**config.mk**
```make
export PLATFORM = sky130hd
export DESIGN_NAME = nios2_oci_trace_packer
export DESIGN_NICKNAME = d
export VERILOG_FILES = /design/src/rtl/nios2_oci_trace_packer.sv
export SDC_FILE = /design/constraint.sdc
export NUM_CORES = 1
export LEC_CHECK = 0
export CORE_UTILIZATION = 40
export DETAILED_ROUTE_END_ITERATION = 6
export DONT_BUFFER_PORTS = 1
export GPL_TIMING_DRIVEN = 0
export PLACE_DENSITY = 0.57
export SLEW_MARGIN = 20
export SYNTH_ARGS = -nofsm -noshare
export SYNTH_HDL_FRONTEND = slang
export SYNTH_SLANG_ARGS = --single-unit
```
**constraint.sdc**
```tcl
create_clock -name clk -period 2.2 [get_ports clk]
set_clock_uncertainty 0.1 [all_clocks]
set_input_delay 0.44 -clock clk [delete_from_list [all_inputs] [get_ports clk]]
set_output_delay 0.44 -clock clk [all_outputs]
set_load 0.01 [all_outputs]
```
**src/rtl/nios2_oci_trace_packer.sv**
```systemverilog
// Trace slot packer: gathers narrow trace slots into DCT words and hands
// them to the capture logic over a valid/ready handshake. Handles the
// end-of-test flush of a partial word and keeps overflow/word statistics.
//
// state    | meaning
// ---------+-----------------------------------------------------------
// ST_RUN   | normal packing; full words move to the output register
// ST_FLUSH | end of test requested; push out any partial word
// ST_DRAIN | wait for the last pending word to be taken
// ST_ENDED | flush complete; everything but reset is ignored
module nios2_oci_trace_packer #(
   parameter int SLOT_W  = 3,
   parameter int SLOTS   = 10,
   parameter int COUNT_W = 4,
   parameter int WORDS_W = 16
) (
   input  logic                      clk,
   input  logic                      reset,
   input  logic                      tr_valid,
   input  logic [SLOT_W-1:0]         tr_slot,
   input  logic                      test_ending,
   input  logic                      dct_ready,
   output logic                      dct_valid,
   output logic [SLOT_W*SLOTS-1:0]   dct_buffer,
   output logic [COUNT_W-1:0]        dct_count,
   output logic                      test_has_ended,
   output logic                      overflow,
   output logic [WORDS_W-1:0]        words_sent
);

   localparam int                 W    = SLOT_W * SLOTS;
   localparam logic [COUNT_W-1:0] FULL = COUNT_W'(SLOTS);

   typedef enum logic [1:0] {ST_RUN, ST_FLUSH, ST_DRAIN, ST_ENDED} state_t;

   state_t               state_q, state_d;
   logic [W-1:0]         acc_q, acc_d;
   logic [COUNT_W-1:0]   acc_cnt_q, acc_cnt_d;
   logic [W-1:0]         out_buf_q, out_buf_d;
   logic [COUNT_W-1:0]   out_cnt_q, out_cnt_d;
   logic                 out_valid_q, out_valid_d;
   logic                 ovf_q, ovf_d;
   logic [WORDS_W-1:0]   words_q, words_d;

   logic                 handshake;
   logic                 out_free;

   assign handshake = out_valid_q && dct_ready;
   assign out_free  = !out_valid_q || dct_ready;

   // Register update with synchronous reset; partial data is discarded.
   always_ff @(posedge clk) begin
      if (reset) begin
         state_q     <= ST_RUN;
         acc_q       <= '0;
         acc_cnt_q   <= '0;
         out_buf_q   <= '0;
         out_cnt_q   <= '0;
         out_valid_q <= 1'b0;
         ovf_q       <= 1'b0;
         words_q     <= '0;
      end else begin
         state_q     <= state_d;
         acc_q       <= acc_d;
         acc_cnt_q   <= acc_cnt_d;
         out_buf_q   <= out_buf_d;
         out_cnt_q   <= out_cnt_d;
         out_valid_q <= out_valid_d;
         ovf_q       <= ovf_d;
         words_q     <= words_d;
      end
   end

   // Next-state logic: packing, word hand-off, flush sequencing.
   always_comb begin
      state_d     = state_q;
      acc_d       = acc_q;
      acc_cnt_d   = acc_cnt_q;
      out_buf_d   = out_buf_q;
      out_cnt_d   = out_cnt_q;
      out_valid_d = out_valid_q;
      ovf_d       = ovf_q;
      words_d     = words_q;

      if (handshake) begin
         out_valid_d = 1'b0;
         words_d     = words_q + WORDS_W'(1);
      end

      unique case (state_q)
         ST_RUN: begin
            if (acc_cnt_q == FULL) begin
               if (out_free) begin
                  // Accumulator is cleared on hand-off so a later partial
                  // flush always carries zeros in its unused slots.
                  out_buf_d   = acc_q;
                  out_cnt_d   = FULL;
                  out_valid_d = 1'b1;
                  acc_d       = '0;
                  acc_cnt_d   = '0;
                  if (tr_valid) begin
                     acc_d[SLOT_W-1:0] = tr_slot;
                     acc_cnt_d         = COUNT_W'(1);
                  end
               end else if (tr_valid) begin
                  ovf_d = 1'b1;
               end
            end else if (tr_valid) begin
               for (int k = 0; k < SLOTS; k++) begin
                  if (acc_cnt_q == COUNT_W'(k)) begin
                     acc_d[k*SLOT_W +: SLOT_W] = tr_slot;
                  end
               end
               acc_cnt_d = acc_cnt_q + COUNT_W'(1);
            end
            if (test_ending) begin
               state_d = ST_FLUSH;
            end
         end
         ST_FLUSH: begin
            if (acc_cnt_q == '0) begin
               state_d = ST_DRAIN;
            end else if (out_free) begin
               out_buf_d   = acc_q;
               out_cnt_d   = acc_cnt_q;
               out_valid_d = 1'b1;
               acc_d       = '0;
               acc_cnt_d   = '0;
               state_d     = ST_DRAIN;
            end
         end
         ST_DRAIN: begin
            if (!out_valid_q || handshake) begin
               state_d = ST_ENDED;
            end
         end
         ST_ENDED: begin
            state_d = ST_ENDED;
         end
         default: begin
            state_d = ST_RUN;
         end
      endcase
   end

   assign dct_valid      = out_valid_q;
   assign dct_buffer     = out_buf_q;
   assign dct_count      = out_cnt_q;
   assign test_has_ended = (state_q == ST_ENDED);
   assign overflow       = ovf_q;
   assign words_sent     = words_q;

endmodule

```
[Word level (Yosys, flattened, before mapping)]
Index checks and enable logic that the tools add are counted.
Storage, ports and cells
  flip-flop bits (word level): 88
  output and inout bits: 53
Operators by class
  add/sub/neg operators: 2
  equality and inequality tests: 32
  mux-type cells: 43
  bitwise operators: 1
  reductions and logical operators: 22
Operators with widths (count)
  two-way mux 30 bit: 8
  case mux 30 bit (2 select lines): 2
  AND reduction 6 bit: 10
  inequality test 3 bit (second input constant): 13
  two-way mux 4 bit: 9
  two-way mux 3 bit: 11
  adder 16 x 1 -> 16 bit (second input constant): 1
  equality test 4 x 3 -> 1 bit (second input constant): 4
  case mux 4 bit (2 select lines): 2
  equality test 4 bit (second input constant): 3
  inequality test 2 bit (second input constant): 6
  AND reduction 5 bit: 2
  equality test 4 x 2 -> 1 bit (second input constant): 2
  two-way mux 2 bit: 4
  case mux 2 bit (4 select lines): 1
  AND reduction 3 bit: 2
  two-way mux 1 bit: 5
  adder 4 x 1 -> 4 bit (second input constant): 1
  equality test 2 bit (second input constant): 2
  equality test 4 x 1 -> 1 bit (second input constant): 1
  zero test 4 bit: 1
  AND reduction 4 bit: 1
  equality test 2 x 1 -> 1 bit (second input constant): 1
  zero test 2 bit: 1
  6 further kinds: 7

[Longest topological paths before layout]
Gate-level depths: netlist of run 1.
  depth after elaboration: 5
  mapped depth: 7

[Least setup slack after synthesis of run 1]
No wires, ideal clock.
  kind: register -> register
  start point: reg acc_cnt_q[1]
  end point: reg acc_q[21]
  data arrival time: 1505 ps
  setup slack: 522 ps
  cell stages (with the launch flop): 6
  path buffers: 1
  cell sequence: dfxtp_1 > buf_6 > nor4bb_4 > or3_4 > a221oi_4 > mux2i_1
Between the ends
  word-level cells in the longest chain between the ends: 3
  elaborated cells between the ends (all ways): 10
RTL lines
  start, declared: RTL line 38  | logic [COUNT_W-1:0] acc_cnt_q, acc_cnt_d;
  start signal, assigned: RTL line 65  | acc_cnt_q <= acc_cnt_d;
  equality test 4 bit, or another cell as far along: RTL line 92  | if (acc_cnt_q == FULL) begin
  inequality test 3 bit (no source line), or another cell as far along
  AND reduction 6 bit (no source line) or case mux 30 bit (2 select lines) (tied branches)
  end signal, assigned: RTL line 55  | acc_q <= '0;
  end signal, assigned: RTL line 64  | acc_q <= acc_d;
  end, declared: RTL line 37  | logic [W-1:0] acc_q, acc_d;
Several ways; a longest one is shown, not always the timed one.
A chain may end at the register's enable or synchronous reset.

[Final worst setup path of run 1]
  start point: reg state_q[0]
  end point: out test_has_ended
Between the ends
  word-level cells in the longest chain between the ends: 1
RTL lines
  start, declared: RTL line 36  | state_t state_q, state_d;
  start signal, assigned: RTL line 63  | state_q <= state_d;
  equality test 2 bit: RTL line 149  | assign test_has_ended = (state_q == ST_ENDED);
  end, declared: RTL line 26  | output logic test_has_ended,
Every way passes these cells.

==> results of run 1 <==
[flip-flops by register name, summed over array words and instances, names as in the netlist]
register and count:
dct_buffer 30, words_sent 16, acc_cnt_q 4, dct_count 4, overflow 1, dct_valid 1
state_q 2, acc_q 30
[cell usage after synthesis (3+ instances only)]
| library cell | number |
|---|---|
| nand2_1 | 11 |
| nand3_1 | 50 |
| buf_2 | 17 |
| dfxtp_1 | 88 |
| clkbuf_1 | 16 |
| nor3_1 | 7 |
| a21o_1 | 3 |
| a31oi_1 | 3 |
| inv_1 | 3 |
| and4_1 | 3 |
| xor2_1 | 7 |
| a21oi_1 | 42 |
| o21ai_1 | 29 |
| nand4_1 | 7 |
| nor2_1 | 20 |
| mux2i_1 | 31 |
| nand2b_1 | 32 |
| or3_1 | 4 |
| nand4b_1 | 4 |
| o21ai_0 | 9 |
| nand3b_1 | 4 |
| xnor2_1 | 3 |
[layout make-up]
cell class              instances  area [sq um]  share of cell area
well taps                     129           161              0.0375
clock buffers                  11           141              0.0328
clock inverters                 5          63.8              0.0148
plain buffers                  36           176              0.0410
multi-input cells             304          1990               0.462
inverters                       3          11.3             0.00262
flip-flops and latches         88          1760               0.409
[per-layer routing]
| layer | vias up | part of all wire | GRT usage |
|---|---|---|---|
| li1 | 1568 | - | - |
| met1 | 1525 | 0.44 | 0.248 |
| met2 | 89 | 0.46 | 0.316 |
| met3 | 16 | 0.083 | 0.0621 |
| met5 | - | 0 | 0 |
| met4 | 0 | 0.017 | 0.0870 |
[worst paths after layout]
kind                            cells past startpoint  startpoint  slack (ps)              to
worst max-delay path                                4  state_q[0]         180  test_has_ended
worst min-delay path                                2  tr_slot[2]         150        acc_q[2]
worst max register to register                      6  state_q[0]         230  dct_buffer[15]
worst min register to register                      2   acc_q[22]         370       acc_q[22]
[power by group through the flow]
| stage | combinational, mW | sequential (mW) | clock [mW] |
|---|---|---|---|
| detailed placement | 0.325 | 1.69 | 0 |
| global placement | 0.319 | 1.69 | 0 |
| CTS | 0.326 | 1.65 | 1.18 |
| global route | 0.357 | 1.66 | 1.24 |
| finish | 0.327 | 1.65 | 1.17 |
| floorplan | 0.251 | 1.68 | 0 |
[stage by stage]
step / util / hold slack (ps) / setup slack, ps / area, sq um / power [mW]
after detailed placement: 0.437 / 363 / 56.4 / 4100 / 2.01
after global routing: 0.459 / 142 / 61.3 / 4300 / 3.26
final: 0.459 / 150 / 184 / 4300 / 3.14
after global placement: 0.437 / 358 / 56.0 / 4100 / 2.01
after CTS: 0.459 / 138 / 13.5 / 4300 / 3.16
after floorplan: - / 345 / 522 / 3940 / 1.93
[logic make-up (layout without fill, tap and decap cells)]
logic type | Yosys count | after routing | share of synthesized area
and+or+nand+nor | 159 | 159 | 0.239
AOI/OAI and AO/OA | 102 | 102 | 0.159
DFF | 88 | 88 | 0.448
buffers and inverters | 39 | 55 | 0.0474
muxes | 32 | 32 | 0.0817
xor gates and xnor gates | 10 | 10 | 0.0223
adders and majority gates | 1 | 1 | 0.00318
[critical path: stages, from the launching register on]
cell and delay [ps]:
dfxtp_1 310, buf_4 170, clkbuf_2 240, inv_1 160, nor2_1 250
[repair_timing]
item                       4_1_cts  5_1_grt
setup buffers                    0        0
setup endpoints to repair        0        1
gates resized for setup          0        2
==> impl_metrics.env, run 1 <==
export IMPL_cts_tree="done"
export IMPL_via_count=3198
export IMPL_dpl_hpwl_mm=6.88
export IMPL_fin_cells=576
export IMPL_n_antenna_cell=0
export IMPL_hp_class="in2reg"
export IMPL_num_fill_cells=944
export IMPL_grt_ovfl_total=0
export IMPL_fin_crit_sh=0.917
export IMPL_area_growth_pct=9.35
export IMPL_fin_nets=451
export IMPL_grt_max_degree=16
export IMPL_placed_cells=560
export IMPL_setup_tns_ps=0
export IMPL_syn_inst=431
export IMPL_tightestPinTransition_ps=638
export IMPL_run_status="complete, no violations"
export IMPL_internal_power_mw=2.31
export IMPL_cap_violations=0
export IMPL_cts_buffer_depth=2
export IMPL_layout_common_cells="dfxtp_1 (88), nand3_1 (50), a21oi_1 (42)"
export IMPL_max_slew_margin=0.575
export IMPL_fmax_ghz=0.496
export IMPL_path_class="reg2out"
export IMPL_ant_nets=0
export IMPL_period_needed_ps=2020
export IMPL_p_leak_nw=1.47
export IMPL_cts_made_buffers=9
export IMPL_synth_seq_cells=88
export IMPL_synth_area_leaders="dfxtp_1 (45%), mux2i_1 (7.9%), nand3_1 (6.4%)"
export IMPL_ys_seq_area_frac=0.448
export IMPL_gp_congestion=0.889
export IMPL_wl_per_cell_microns=17.2
export IMPL_synth_distinct_cells=56
export IMPL_drive_above_1_share=0.110
export IMPL_cts_max_level=3
export IMPL_start_util=0.420
export IMPL_synth_fp_nets=440
export IMPL_grt_pass1_wl_mm=15.5
export IMPL_grt_use_total=0.199
export IMPL_finalHoldViolations=0
export IMPL_p_sw_mw=0.837
export IMPL_ctsHoldBuffers=0
export IMPL_avgSynthCellArea_sq_um=9.13
export IMPL_vias_per_cell=5.55
export IMPL_ys_flop_type="dfxtp_1"
export IMPL_ys_warn_count=0
export IMPL_drc=0
export IMPL_grt_pass1_vias=3077
export IMPL_core_sq_um=9370
export IMPL_crit_arrival_ps=1480
export IMPL_drtIter0Drc=198
export IMPL_antenna_found_initial=0
export IMPL_synth_edf_count=0
export IMPL_wl_mm=9.89
export IMPL_async_reset_ff_frac=0
export IMPL_io_buffers=0
export IMPL_synth_cell_area_sq_um=3940
export IMPL_dr_pass1_iters=4
export IMPL_die_h_microns=101
export IMPL_cp_end_kind="output port"
export IMPL_io_pins=61
export IMPL_die_w_microns=101
export IMPL_setup_viol=0
export IMPL_power_share_clock=0.371
export IMPL_row_count=35
export IMPL_worstPathRequired_ps=1660
export IMPL_path_clk_slew_ps=100
export IMPL_powerDensity_nw_per_um2=731
export IMPL_swShare=0.266
export IMPL_slew_violations=0
export IMPL_clock_sinks=88
export IMPL_comb_power_share=0.104
export IMPL_yosys_area_top_type="dfxtp_1"
export IMPL_seqPwrFrac=0.525
export IMPL_worstSkewPairLatency_ps=360
export IMPL_die_area_sq_um=10200
export IMPL_layout_commonest_cell="dfxtp_1"
export IMPL_vdd_drop_max_v=0.000356
export IMPL_synth_top_area_frac=0.448
export IMPL_cts_root_buf="clkbuf_8"
export IMPL_rsz0062_at_grt="no"
export IMPL_cp_start_kind="flop"
export IMPL_crit_fanout=10
Note: power is estimated with default switching activity, not from simulation.
==> run 2, diff against run 1 <==
==> constraint.sdc (replaced) <==
create_clock -name clk -period 2.3 [get_ports clk]
set_clock_uncertainty 0.1 [all_clocks]
set_input_delay 0.46 -clock clk [delete_from_list [all_inputs] [get_ports clk]]
set_output_delay 0.46 -clock clk [all_outputs]
set_load 0.01 [all_outputs]
==> run 2 against run 1 <==
Global-route usage did not move. Critical path depth rose by 2. Critical endpoint is now dct_buffer[15]. Critical path type is now reg2reg. Sequential share of layout area barely moved. Non-clock buffer count fell by 1. Highest routed layer unchanged. Routed wire length barely moved. Sequential power fell by 4%. Clock power fell by 4%. Flip-flop and latch count did not move. Via count fell by 0.31%. Total power fell by 4.4%. Core utilization fell by 0.053 points. First-iteration DRC count fell by 9.1%.
==> impl_metrics.env, run 2 (same netlist as run 1, synthesis figures left out) <==
export IMPL_run_status="complete, no violations"
export IMPL_ctsHoldBuffers=0
export IMPL_path_class="reg2reg"
export IMPL_vias_per_cell=5.54
export IMPL_worstPathRequired_ps=2490
export IMPL_worstHoldStart="tr_slot[2]"
export IMPL_area_growth_pct=9.22
export IMPL_ant_nets=0
export IMPL_cp_start_kind="flop"
export IMPL_drc=0
export IMPL_period_needed_ps=2050
export IMPL_n_antenna_cell=0
export IMPL_hold_slack_ps=169
export IMPL_cts_made_buffers=9
export IMPL_drtIter0Drc=180
export IMPL_via_count=3188
export IMPL_powerDensity_nw_per_um2=700
export IMPL_cts_tree="done"
export IMPL_setup_viol=0
export IMPL_grt_ovfl_total=0
export IMPL_io_pins=61
export IMPL_setup_tns_ps=0
export IMPL_vdd_drop_max_v=0.000341
export IMPL_slew_violations=0
export IMPL_cts_root_buf="clkbuf_8"
export IMPL_layout_common_cells="dfxtp_1 (88), nand3_1 (50), a21oi_1 (42)"
export IMPL_antenna_found_initial=0
export IMPL_layout_commonest_cell="dfxtp_1"
export IMPL_wl_per_cell_microns=17.2
export IMPL_cp_slowest_cell="o311a_1"
export IMPL_critPathBufInv=2
export IMPL_row_count=35
export IMPL_r2r_start="state_q[0]"
export IMPL_path_clk_slew_ps=90
export IMPL_p_leak_nw=1.47
export IMPL_cap_violations=0
export IMPL_fin_nets=450
export IMPL_gp_congestion=0.889
export IMPL_fmax_ghz=0.488
export IMPL_rsz0062_at_grt="no"
export IMPL_cts_buffer_depth=2
export IMPL_die_h_microns=101
export IMPL_die_w_microns=101
export IMPL_worstSkewPairLatency_ps=360
export IMPL_cts_max_level=3
export IMPL_crit_arrival_ps=2240
export IMPL_crit_start="state_q[0]"
export IMPL_drive_above_1_share=0.108
export IMPL_finalHoldViolations=0
export IMPL_tightestPinTransition_ps=639
export IMPL_grt_pass1_vias=3077
export IMPL_post_cts_buffers=0
export IMPL_wl_mm=9.88
export IMPL_clock_sinks=88
export IMPL_grt_pass1_wl_mm=15.5
export IMPL_max_slew_margin=0.574
export IMPL_die_area_sq_um=10200
export IMPL_io_buffers=0
export IMPL_cts_resized=0
export IMPL_cp_top_family="compound AO/OA/AOI/OAI gates"
export IMPL_fin_crit_sh=0.890
export IMPL_worstPathCellList="buf_4, nor2b_2, o311a_1, buf_2, o21ai_0, a21oi_1"
export IMPL_dr_pass1_iters=4
export IMPL_cp_end_kind="flop"
export IMPL_core_sq_um=9370
export IMPL_grt_use_total=0.199
export IMPL_cpPeakStageDelay_ps=480
export IMPL_crit_fanout=18
export IMPL_dpl_hpwl_mm=6.88
export IMPL_grt_max_degree=16
export IMPL_hp_class="in2reg"
export IMPL_start_util=0.420
## run 2: path summary, 6_finish.rpt
check        slack [ps]  cells after the start             end
max                 250                      6  dct_buffer[15]
min                 170                      2        acc_q[2]
max reg2reg         250                      6  dct_buffer[15]
min reg2reg         380                      2       acc_q[22]
## run 2: final cells by class
type	count	area, sq um
fillers	945	5070
multi-input cells	304	1990
flip-flops and latches	88	1760
plain buffers	35	171
well taps	129	161
clock buffers	11	141
clock inverters	5	63.8
inverters	3	11.3
## run 2: power breakdown
group,internal [mW],switching (mW),total [mW],leakage [nW]
sequential,1.56,0.0211,1.58,0.710
clock,0.540,0.578,1.12,0.0937
combinational,0.109,0.202,0.311,0.663
total,2.21,0.801,3.01,1.47
## run 2: worst reg2reg max path: cells and delay by family (launching register included)
kind / cells / cell delay, ps
AOI/OAI and AO/OA: 3 / 710
buffers and inverters: 2 / 530
and+or+nand+nor: 1 / 340
DFF: 1 / 310
## run 2: stage by stage
step / power, mW / util / setup slack (ps) / instance area, sq um / instances
global route: 3.11 / 0.459 / 73.3 / 4300 / 575
finish: 3.01 / 0.459 / 253 / 4300 / 575
global placement: 1.92 / 0.437 / 136 / 4100 / 560
CTS: 3.02 / 0.459 / 93.5 / 4300 / 576
detailed placement: 1.92 / 0.437 / 136 / 4100 / 560
floorplan: 1.85 / - / 622 / 3940 / 431
## run 2: routing by layer
layer | GRT usage | wire [microns] | up-vias
li1 | - | - | 1569
met1 | 0.248 | 4530 | 1525
met2 | 0.316 | 4460 | 71
met3 | 0.0621 | 615 | 23
met4 | 0.0870 | 276 | 0
met5 | 0 | 0 | -
